===== config.mk =====
export PLATFORM = sky130hd
export DESIGN_NAME = wbus_arbiter
export DESIGN_NICKNAME = d
export VERILOG_FILES = /design/src/rtl/wbus_arbiter.sv
export SDC_FILE = /design/constraint.sdc
export NUM_CORES = 1
export LEC_CHECK = 0
export BUFFER_PORTS_ARGS = -buffer_cell sky130_fd_sc_hd__buf_2
export CAP_MARGIN = 25
export CORE_MARGIN = 4
export CORE_UTILIZATION = 51
export DETAILED_ROUTE_END_ITERATION = 12
export PLACE_DENSITY_LB_ADDON = 0.08
export SETUP_SLACK_MARGIN = 0.3
export SYNTH_ARGS = -nofsm -noshare
export SYNTH_HDL_FRONTEND = slang
export SYNTH_SLANG_ARGS = --single-unit

===== constraint.sdc =====
create_clock -name CLK -period 4.92 [get_ports CLK]
set_clock_uncertainty 0.1 [all_clocks]
set_input_delay 0.984 -clock CLK [delete_from_list [all_inputs] [get_ports CLK]]
set_output_delay 0.984 -clock CLK [all_outputs]
set_load 0.02 [all_outputs]

===== src/rtl/wbus_arbiter.sv =====
`default_nettype none
// ============================================================================
// Module   : wbus_arbiter
// Purpose  : Round-robin arbiter and transfer sequencer for the shared W bus.
//            Drives one source enable and one active-low destination load per
//            transfer, with a turnaround cycle between owners.
// Revision : 1.0  initial release
// ============================================================================
module wbus_arbiter #(
    parameter int NREQ      = 4,
    parameter int NDST      = 8,
    parameter int DST_W     = 3,
    parameter int MAX_BURST = 4
) (
    input  logic                      CLK,
    input  logic                      CLR,
    input  logic [NREQ-1:0]           req,
    input  logic [NREQ-1:0]           lock,
    input  logic [NREQ*DST_W-1:0]     dst,
    output logic [NREQ-1:0]           E,
    output logic [NDST-1:0]           nL,
    output logic [NREQ-1:0]           ack,
    output logic [$clog2(NREQ)-1:0]   gnt_id,
    output logic                      busy,
    output logic                      err
);

    localparam int IW = $clog2(NREQ);
    localparam int BW = $clog2(MAX_BURST + 1);

    typedef enum logic [1:0] {
        S_IDLE = 2'd0,
        S_XFER = 2'd1,
        S_TURN = 2'd2
    } state_t;

    state_t          state_q, state_d;
    logic [IW-1:0]   ptr_q, ptr_d;
    logic [IW-1:0]   gnt_q, gnt_d;
    logic [BW-1:0]   burst_q, burst_d;
    logic [NREQ-1:0] e_q, e_d;
    logic [NREQ-1:0] ack_q;
    logic [NDST-1:0] nl_q, nl_d;
    logic            busy_q, busy_d;
    logic            err_q, err_d;

    logic            arb_found;
    logic [IW-1:0]   arb_win;
    logic            do_grant;
    logic [IW-1:0]   sel;
    logic [DST_W-1:0] sel_dst;

    // First requester at or after the rotating pointer wins.
    always_comb begin
        arb_found = 1'b0;
        arb_win   = '0;
        for (int k = 0; k < NREQ; k++) begin
            if (!arb_found && req[(int'(ptr_q) + k) % NREQ]) begin
                arb_found = 1'b1;
                arb_win   = IW'((int'(ptr_q) + k) % NREQ);
            end
        end
    end

    always_comb begin
        state_d  = state_q;
        ptr_d    = ptr_q;
        gnt_d    = gnt_q;
        burst_d  = burst_q;
        do_grant = 1'b0;
        sel      = gnt_q;
        case (state_q)
            S_XFER: begin
                if (req[gnt_q] && lock[gnt_q] && (int'(burst_q) < MAX_BURST)) begin
                    do_grant = 1'b1;
                    burst_d  = burst_q + BW'(1);
                end else begin
                    state_d = S_TURN;
                end
            end
            default: begin
                if (arb_found) begin
                    state_d  = S_XFER;
                    do_grant = 1'b1;
                    sel      = arb_win;
                    gnt_d    = arb_win;
                    burst_d  = BW'(1);
                    ptr_d    = (int'(arb_win) + 1 == NREQ) ? '0 : arb_win + IW'(1);
                end else begin
                    state_d = S_IDLE;
                end
            end
        endcase

        sel_dst = dst[int'(sel)*DST_W +: DST_W];
        e_d     = '0;
        nl_d    = '1;
        err_d   = 1'b0;
        if (do_grant) begin
            e_d[sel] = 1'b1;
            // Out-of-range ids still run the source cycle but load nothing.
            err_d    = (int'(sel_dst) >= NDST);
            for (int d = 0; d < NDST; d++) begin
                if (int'(sel_dst) == d) begin
                    nl_d[d] = 1'b0;
                end
            end
        end
        busy_d = (state_d != S_IDLE);
    end

    always_ff @(posedge CLK) begin
        if (CLR) begin
            state_q <= S_IDLE;
            ptr_q   <= '0;
            gnt_q   <= '0;
            burst_q <= '0;
            e_q     <= '0;
            ack_q   <= '0;
            nl_q    <= '1;
            busy_q  <= 1'b0;
            err_q   <= 1'b0;
        end else begin
            state_q <= state_d;
            ptr_q   <= ptr_d;
            gnt_q   <= gnt_d;
            burst_q <= burst_d;
            e_q     <= e_d;
            ack_q   <= e_d;
            nl_q    <= nl_d;
            busy_q  <= busy_d;
            err_q   <= err_d;
        end
    end

    assign E      = e_q;
    assign ack    = ack_q;
    assign nL     = nl_q;
    assign gnt_id = gnt_q;
    assign busy   = busy_q;
    assign err    = err_q;

endmodule
`default_nettype wire


==> run metrics, run 1 <==
Setup CP Type in2reg; Layout Nets 180; HP Start burst_q[1]; hold crit path type reg2reg; Worst Path Arrival around 2.9 ns; Critical Path RT around 5.0 ns; die width ~54 um; setup TNS 0 ns; register area approximately 440 um^2; root buffer cell clkbuf_4; ys flop type dfxtp_1; r2r startpoint state_q[1]; die height between 50 and 60 um; CTS buffer count 3; synth cell count leaders dfxtp_1, nor2_1, nand2_1; die area ~3000 um^2; RR Endpoint nL[3]; final hold vios 0; fillers around 170; # diodes 0; status completed; Final Core Density 64.9%; Sink Count 22; setup slack after layout 2.10 ns; Seq cells post-synth 22; Placed Cells 179; Post-DP Area about 1300 um^2; core footprint between 2000 and 2500 um^2; CTS tree done; reg2reg setup slack roughly 2.6 ns; initial antenna violation count 0; Reg clk slew, reported paths approximately 0.11 ns; max-slew violation count 0; slowest cell on the critical path or4_4; hpwl dp ~1800 um; Synth Area per Inst between 9 and 10 um^2; Top Ports between 40 and 50; grt ovf 0; max-cap violation count 0; Slew headroom 61.7%; Post-synth ARST share 0%; postcts setup bufs 0; top-count cell post-synth dfxtp_1; Residual DRC 0; Worst Path Max Fanout 6; worst setup path end nL[3]; highest clock rate 0.355 GHz; DR vias/cell around 5.4; global-route usage over all layers 17.2%; share of layout cells above drive strength 1 a little over a third; vias in the first global route approximately 900; post-synthesis sequential area ratio between 40 and 50%; WL per Instance 12.5 um; Leak between 0.0005 and 0.0006 uW; initial DRC count 22; VDD IR max around 0.19 mV; Top delay family on crit path simple AND/OR/NAND/NOR gates; critical-path cell list buf_2, or4_4, nand2_1, o41a_1, a211oi_1, or2_4, or3_1; Bufs and invs on worst path 1; Vias between 900 and 1000; synthesized cell area between 1000 and 1500 um^2; Worst-Margin Slew roughly 0.57 ns; period utilization approximately 57%; Final Instance Count excl. Fillers around 180; largest net degree at the start of global routing 12; drt first pass iters 4; post-cts repair resize count 0; ranking of synthesized cells by area dfxtp_1, nor2_1, nand2_1, a211oi_1, buf_4; synth warn 0; Hold-fix buffers, CTS 0; depth of the most critical reg-to-reg path 6; Min Clock Period, post-route between 2 and 3 ns; IO Port Bufs 40; Net Count, Synth approximately 140; first-pass GRT wire length around 3700 um; Yosys top cell by area dfxtp_1; GP Congestion around 0.78; synthesis-to-layout area growth 18.2%; critical path's largest stage delay 0.56 ns; crit path from req[0]; synth unique cells 39; Setup WS pre-CTS about 1.8 ns; number of flops mapped to enable cells by yosys 0; CTS max path bufs 2; Pwr per Cell Area around 380 nW/um^2; Startpoint Class input pin; Final Instance Area between 1000 and 1500 um^2; Critical Path End Type flop; top-area cell type share of the netlist area 40.1%; CP Depth 7; Initial Util between 50% and 60%; area occupied by multi-input gates between 500 and 600 um^2; std cell rows 16; Syn Inst Count between 100 and 150; # setup viols final 0; RSZ-0062 raised after global routing false; drt total wl between 2000 and 2500 um; H-tree levels 1; Skew-Pair Late Insertion Delay around 0.29 ns; Routed Antenna Nets 0
==> worst reg2reg max path: stages (launching register included) <==
cell and delay, ns:
dfxtp_1 0.35, nand2b_1 0.21, nand2_1 0.21, o41ai_2 0.59, a211oi_1 0.13, or2_4 0.29, or3_1 0.36
==> stage by stage <==
stage               total power [uW]  hold WS (ns)
finish                           492         0.409
global route                     525         0.452
CTS                              496         0.412
detailed placement               420         0.395
global placement                 417         0.402
floorplan                        378         0.365
==> state kept, by name, indices dropped and copies added, names as in the netlist <==
name / cells
ack: 4
burst_q: 3
busy: 1
nL: 8
state_q: 2
gnt_id: 2
ptr_q: 2
==> worst min-delay path by stage <==
stage | end | slack, ns | cells after the start
6_report | burst_q[1] | 0.41 | 2
5_1_grt | burst_q[1] | 0.45 | 2
4_1_cts | burst_q[1] | 0.41 | 2
3_5_place_dp | burst_q[1] | 0.39 | 2
3_3_place_gp | burst_q[1] | 0.40 | 2
2_1_floorplan | burst_q[1] | 0.37 | 2
==> cells in the final DEF (no fill, tap or decap), types with 2 or more instances in the layout <==
master    count
and2_1        2
a211oi_1      5
nor2b_1       3
o21ai_0       2
and3_1        2
clkbuf_4      3
or3_1         5
a21oi_1       2
nor2_1       13
nand3_1       4
nand2_1      12
a311oi_1      4
nor3_1        2
mux2i_1       3
inv_1         5
dfxtp_1      22
a22oi_1       2
nand2b_1      4
or2_4         2
buf_2        40
==> power by group <==
part	internal (uW)	total [uW]	switching (uW)
logic	79.9	201	121
registers	203	216	13.9
clock network	28.4	75.5	47.0
==> logic make-up (layout without fill, tap and decap cells) <==
kind of cell	after synthesis	in the layout	share of synthesized area (%)
other	1	1	0.341
DFF	22	22	40.1
xor gates and xnor gates	1	1	0.797
buffers and inverters	12	48	6.83
and+or+nand+nor	54	54	25.6
AOI/OAI and AO/OA	24	24	20.4
adders and majority gates	1	1	1.14
muxes	4	4	4.78
==> metal layers <==
| metal | wire, um | part of all wire (%) | track usage [%] |
|---|---|---|---|
| met1 | 1100 | 48 | 23.5 |
| met3 | 162 | 7.1 | 3.54 |
| met4 | 10 | 0.44 | 3.73 |
| met5 | 0 | 0 | 0 |
| met2 | 1010 | 44 | 27.7 |
==> layout make-up <==
type	instances	area share [%]
Clock buffer	3	1.73
Inverter	5	1.45
Multi-Input combinational cell	85	44.9
Sequential cell	22	33.9
Tap cell	27	2.60
Timing Repair Buffer	40	15.4
Power figures use the tool's default switching activity.
==> run 2: changes to the inputs <==
- CORE_UTILIZATION: 51 -> 47
- clock period: 4.92 -> 2.7 ns (I/O delays scaled with it)
==> run 2 against run 1 <==
Core utilization shrank 2.7 points. Design area grew 6.0%. Setup slack lost 1.7 ns. Sequential cell count is the same. Combinational power grew 96%. Die area grew 7.2%. Total power grew 110%. Worst hold slack lost 0.0099 ns. Wire length grew 5.5%. First-iteration DRC count shrank 27%. Non-clock buffer count grew 4. Critical path depth is the same. Largest power group is now combinational cells. Highest routed layer unchanged.
==> run metrics, run 2 (synthesis gave the netlist of run 1 again) <==
share of layout cells above drive strength 1 a little under two fifths; H-tree levels 1; die height between 50 and 60 um; VDD IR max around 0.46 mV; switching power roughly 360 uW; combinational group share of total power between 30% and 40%; Worst Path Max Fanout 7; Min Clock Period, post-route about 2.3 ns; Routed Antenna Nets 0; switching part of the total approximately 34%; post-cts repair resize count 0; setup slack after layout 0.391 ns; most common cell after layout, fill and taps aside buf_2; Initial Util between 40% and 50%; register area 440 um^2; Vias 1012; reg2reg setup slack 0.40 ns; clock power share between 20 and 25%; initial DRC count 16; global-route usage over all layers between 10% and 20%; root buffer cell clkbuf_4; Setup WS pre-CTS 0.0834 ns; area occupied by multi-input gates between 500 and 600 um^2; drt total wl 2400 um; DR vias/cell 5.38; hpwl dp around 1900 um; vias in the first global route about 890; Top Ports 42; die width about 56 um; CTS max path bufs 2; Hold-fix buffers, CTS 0; Top delay family on crit path compound AO/OA/AOI/OAI gates; Seq pwr share a little under two fifths; grt ovf 0; r2r startpoint ptr_q[0]; Bufs and invs on worst path 1; depth of the most critical reg-to-reg path 6; Critical Path End Type flop; most frequent cells in the layout buf_2, dfxtp_1, nor2_1; worst hold endpoint burst_q[1]; # setup viols final 0; synthesis-to-layout area growth 25.3%; Leak 0.000615 uW; die area ~3200 um^2; Sink Count 22; first-pass GRT wire length 3780 um; Residual DRC 0; core footprint ~2200 um^2; period utilization between 80% and 90%; Internal Pwr Total just under 700 uW; max-cap violation count 0; PnR Total Power slightly above 1000 uW; drt first pass iters 4; Pwr per Cell Area roughly 750 nW/um^2; final hold vios 0; RR Endpoint nL[3]; Skew-Pair Late Insertion Delay between 0.3 and 0.4 ns; postcts setup bufs 0; slowest cell on the critical path a311oi_1; hold depth 2; highest clock rate ~0.43 GHz; WL per Instance between 10 and 15 um; critical-path cell list buf_2, nor2b_1, a221o_1, a311oi_1, a211oi_2, or2_4, or3_1; IO Port Bufs 40; CTS buffer count 3; max FFs per register 8; largest net degree at the start of global routing 14; status completed; RSZ-0062 raised after global routing false; Reg clk slew, reported paths about 0.12 ns; critical path's largest stage delay between 0.4 and 0.5 ns; Critical Path RT ~2.8 ns; GP Congestion 0.788; Startpoint Class input pin; Worst Path Arrival 2.42 ns; max-slew violation count 0; HP Start burst_q[1]; hold crit path type reg2reg; # diodes 0; Setup CP Type in2reg; setup TNS 0 ns; initial antenna violation count 0; fillers roughly 190; Layout Nets 184; CTS tree done; std cell rows 17
## run 2: cell types whose count changed in the layout (fill, tap and decap cells not counted)
cell       change
bufinv_16      +1
o41ai_4        +1
a211oi_1       -1
buf_4          +4
a211oi_2       +1
o41ai_2        -1
## run 2: per-layer routing
layer	vias to the layer above	track usage [%]	wire length, um
met3	4	2.99	140
met2	36	24.2	1140
met4	0	6.10	23
met1	469	19.1	1090
met5	-	0	0
li1	503	-	-
## run 2: worst max-delay path by stage
stage / slack, ns / cells past startpoint / endpoint / startpoint
final: 0.39 / 7 / nL[3] / req[2]
after global routing: 0.26 / 6 / nL[3] / ptr_q[1]
after CTS: 0.40 / 6 / nL[3] / ptr_q[1]
after detailed placement: 0.08 / 7 / nL[3] / req[0]
after global placement: 0.12 / 7 / nL[1] / req[0]
after floorplan: 0.30 / 7 / nL[3] / req[0]
## run 2: cell type report
cell class                      instances  area share, %
Timing Repair Buffer                   44           16.7
Inverter                                5           1.36
Multi-Input combinational cell         85           43.5
Clock buffer                            3           1.64
Clock inverter                          1           2.18
Tap cell                               28           2.55
Sequential cell                        22           32.0
## run 2: worst reg2reg max path, cell delays in order, from the launching register on
cell      delay (ns)
dfxtp_1         0.44
inv_1           0.06
a221o_1         0.41
a311oi_1        0.44
a211oi_2        0.11
or2_4           0.28
or3_1           0.36
## run 2: power by group through the flow
stage,clock network [uW],logic [uW],registers (uW)
after floorplan,0,251,438
after global placement,0,374,399
after detailed placement,0,378,401
after CTS,258,380,393
after global routing,274,425,400
final,253,394,392
## run 2: through the flow
stage	hold slack, ns	area, um^2	cells	utilization [%]
2_1_floorplan	0.365	1100	119	-
3_3_place_gp	0.375	1310	184	59.1
3_5_place_dp	0.381	1310	184	59.1
4_1_cts	0.401	1360	188	61.5
5_1_grt	0.411	1380	188	62.2
6_report	0.399	1380	188	62.2
==> run 3: changes to the inputs <==
- PLACE_DENSITY: not set -> 0.81
- PLACE_DENSITY_LB_ADDON: 0.08 -> not set
==> run 3 against run 2 <==
Die area did not move. Non-clock buffer count fell by 1. First-iteration DRC count fell by 25%. Setup slack improved by 0.0094 ns. Register-to-register slack improved by 0.03 ns. Critical endpoint is now nL[0]. Largest power group unchanged. Highest routed layer unchanged.
==> run metrics, run 3 (synthesis gave the netlist of run 1 again) <==
status completed; postcts setup bufs 0; Residual DRC 0; Critical Path RT approximately 2.8 ns; Setup CP Type in2reg; Setup WS pre-CTS ~0.07 ns; Initial Util between 40% and 50%; Worst Path Max Fanout 11; std cell rows 17; global-route usage over all layers 16.3%; largest net degree at the start of global routing 14; Routed Antenna Nets 0; area occupied by multi-input gates ~610 um^2; RSZ-0062 raised after global routing false; die area roughly 3200 um^2; # diodes 0; GP Congestion about 0.87; hold depth 2; Layout Nets ~180; die height 56.3 um; post-cts repair resize count 0; Min Clock Period, post-route around 2.3 ns; hold crit path type reg2reg; final hold vios 0; VDD IR max between 0.4 and 0.5 mV; Startpoint Class input pin; Hold-fix buffers, CTS 0; combinational group share of total power 38.1%; Seq pwr share a little under two fifths; period utilization a little under nine tenths; root buffer cell clkbuf_4; synthesis-to-layout area growth 25.2%; initial DRC count 12; core footprint about 2200 um^2; hpwl dp approximately 2000 um; clock power share around a quarter; Skew-Pair Late Insertion Delay between 0.3 and 0.4 ns; fillers between 150 and 200; Reg clk slew, reported paths 0.12 ns; max FFs per register 8; initial antenna violation count 0; IO Port Bufs 40; most frequent cells in the layout buf_2, dfxtp_1, nor2_1; grt ovf 0; DR vias/cell 5.41; # setup viols final 0; switching part of the total approximately 34%; CTS max path bufs 2; drt first pass iters 4; Leak around 0.00061 uW; Critical Path End Type flop; most common cell after layout, fill and taps aside buf_2; Vias about 1000; WL per Instance between 10 and 15 um; first-pass GRT wire length between 4000 and 5000 um; setup TNS 0 ns; Top Ports 42; CTS buffer count 3; Sink Count 22; Internal Pwr Total just under 700 uW; CTS tree done; switching power roughly 360 uW; H-tree levels 1; vias in the first global route ~1000; drt total wl between 2000 and 2500 um; die width 56.3 um; setup slack after layout 0.400 ns; max-cap violation count 0; highest clock rate between 0.4 and 0.5 GHz; depth of the most critical reg-to-reg path 6; max-slew violation count 0; Worst Path Arrival 2.40 ns; register area around 440 um^2; Pwr per Cell Area between 700 and 800 nW/um^2; share of layout cells above drive strength 1 37.7%
-- run 3: power by group through the flow --
| stage | combinational (uW) | clock (uW) | sequential [uW] |
|---|---|---|---|
| final | 395 | 249 | 394 |
| after global routing | 431 | 267 | 401 |
| after CTS | 384 | 250 | 394 |
| after detailed placement | 383 | 0 | 401 |
| after global placement | 367 | 0 | 400 |
| after floorplan | 251 | 0 | 438 |
-- run 3: worst max-delay path, stage by stage --
cell and delay [ns]:
buf_2 0.14, or4_4 0.55, a21boi_4 0.20, a31o_4 0.20
mux2i_1 0.28, a22oi_1 0.15, or3_1 0.33
-- run 3: layout make-up --
type	count	share of cell area, %
Tap cell	28	2.55
Clock buffer	3	1.64
Sequential cell	22	32.0
Clock inverter	1	2.18
Inverter	5	1.36
Timing Repair Buffer	43	16.2
Multi-Input combinational cell	85	44.0
-- run 3: metal layers --
layer / wire length (um) / track usage [%] / vias up
li1: - / - / 502
met1: 985 / 18.9 / 466
met3: 155 / 2.76 / 6
met5: 0 / 0 / -
met2: 1290 / 28.9 / 37
met4: 53 / 7.46 / 0
-- run 3: path summary, 6_finish.rpt --
kind / to / start / slack, ns
worst max register to register: nL[0] / ptr_q[1] / 0.43
worst min register to register: burst_q[1] / burst_q[1] / 0.41
worst min-delay path: burst_q[1] / burst_q[1] / 0.41
worst max-delay path: nL[0] / req[0] / 0.40
-- run 3: stage by stage --
step	cell area, um^2	std cells	utilization (%)	hold WS [ns]	power [uW]
floorplan	1100	119	-	0.365	690
global placement	1300	183	58.8	0.375	767
detailed placement	1300	183	58.8	0.387	784
CTS	1350	187	61.1	0.404	1030
global route	1380	187	62.2	0.424	1100
finish	1380	187	62.2	0.408	1040
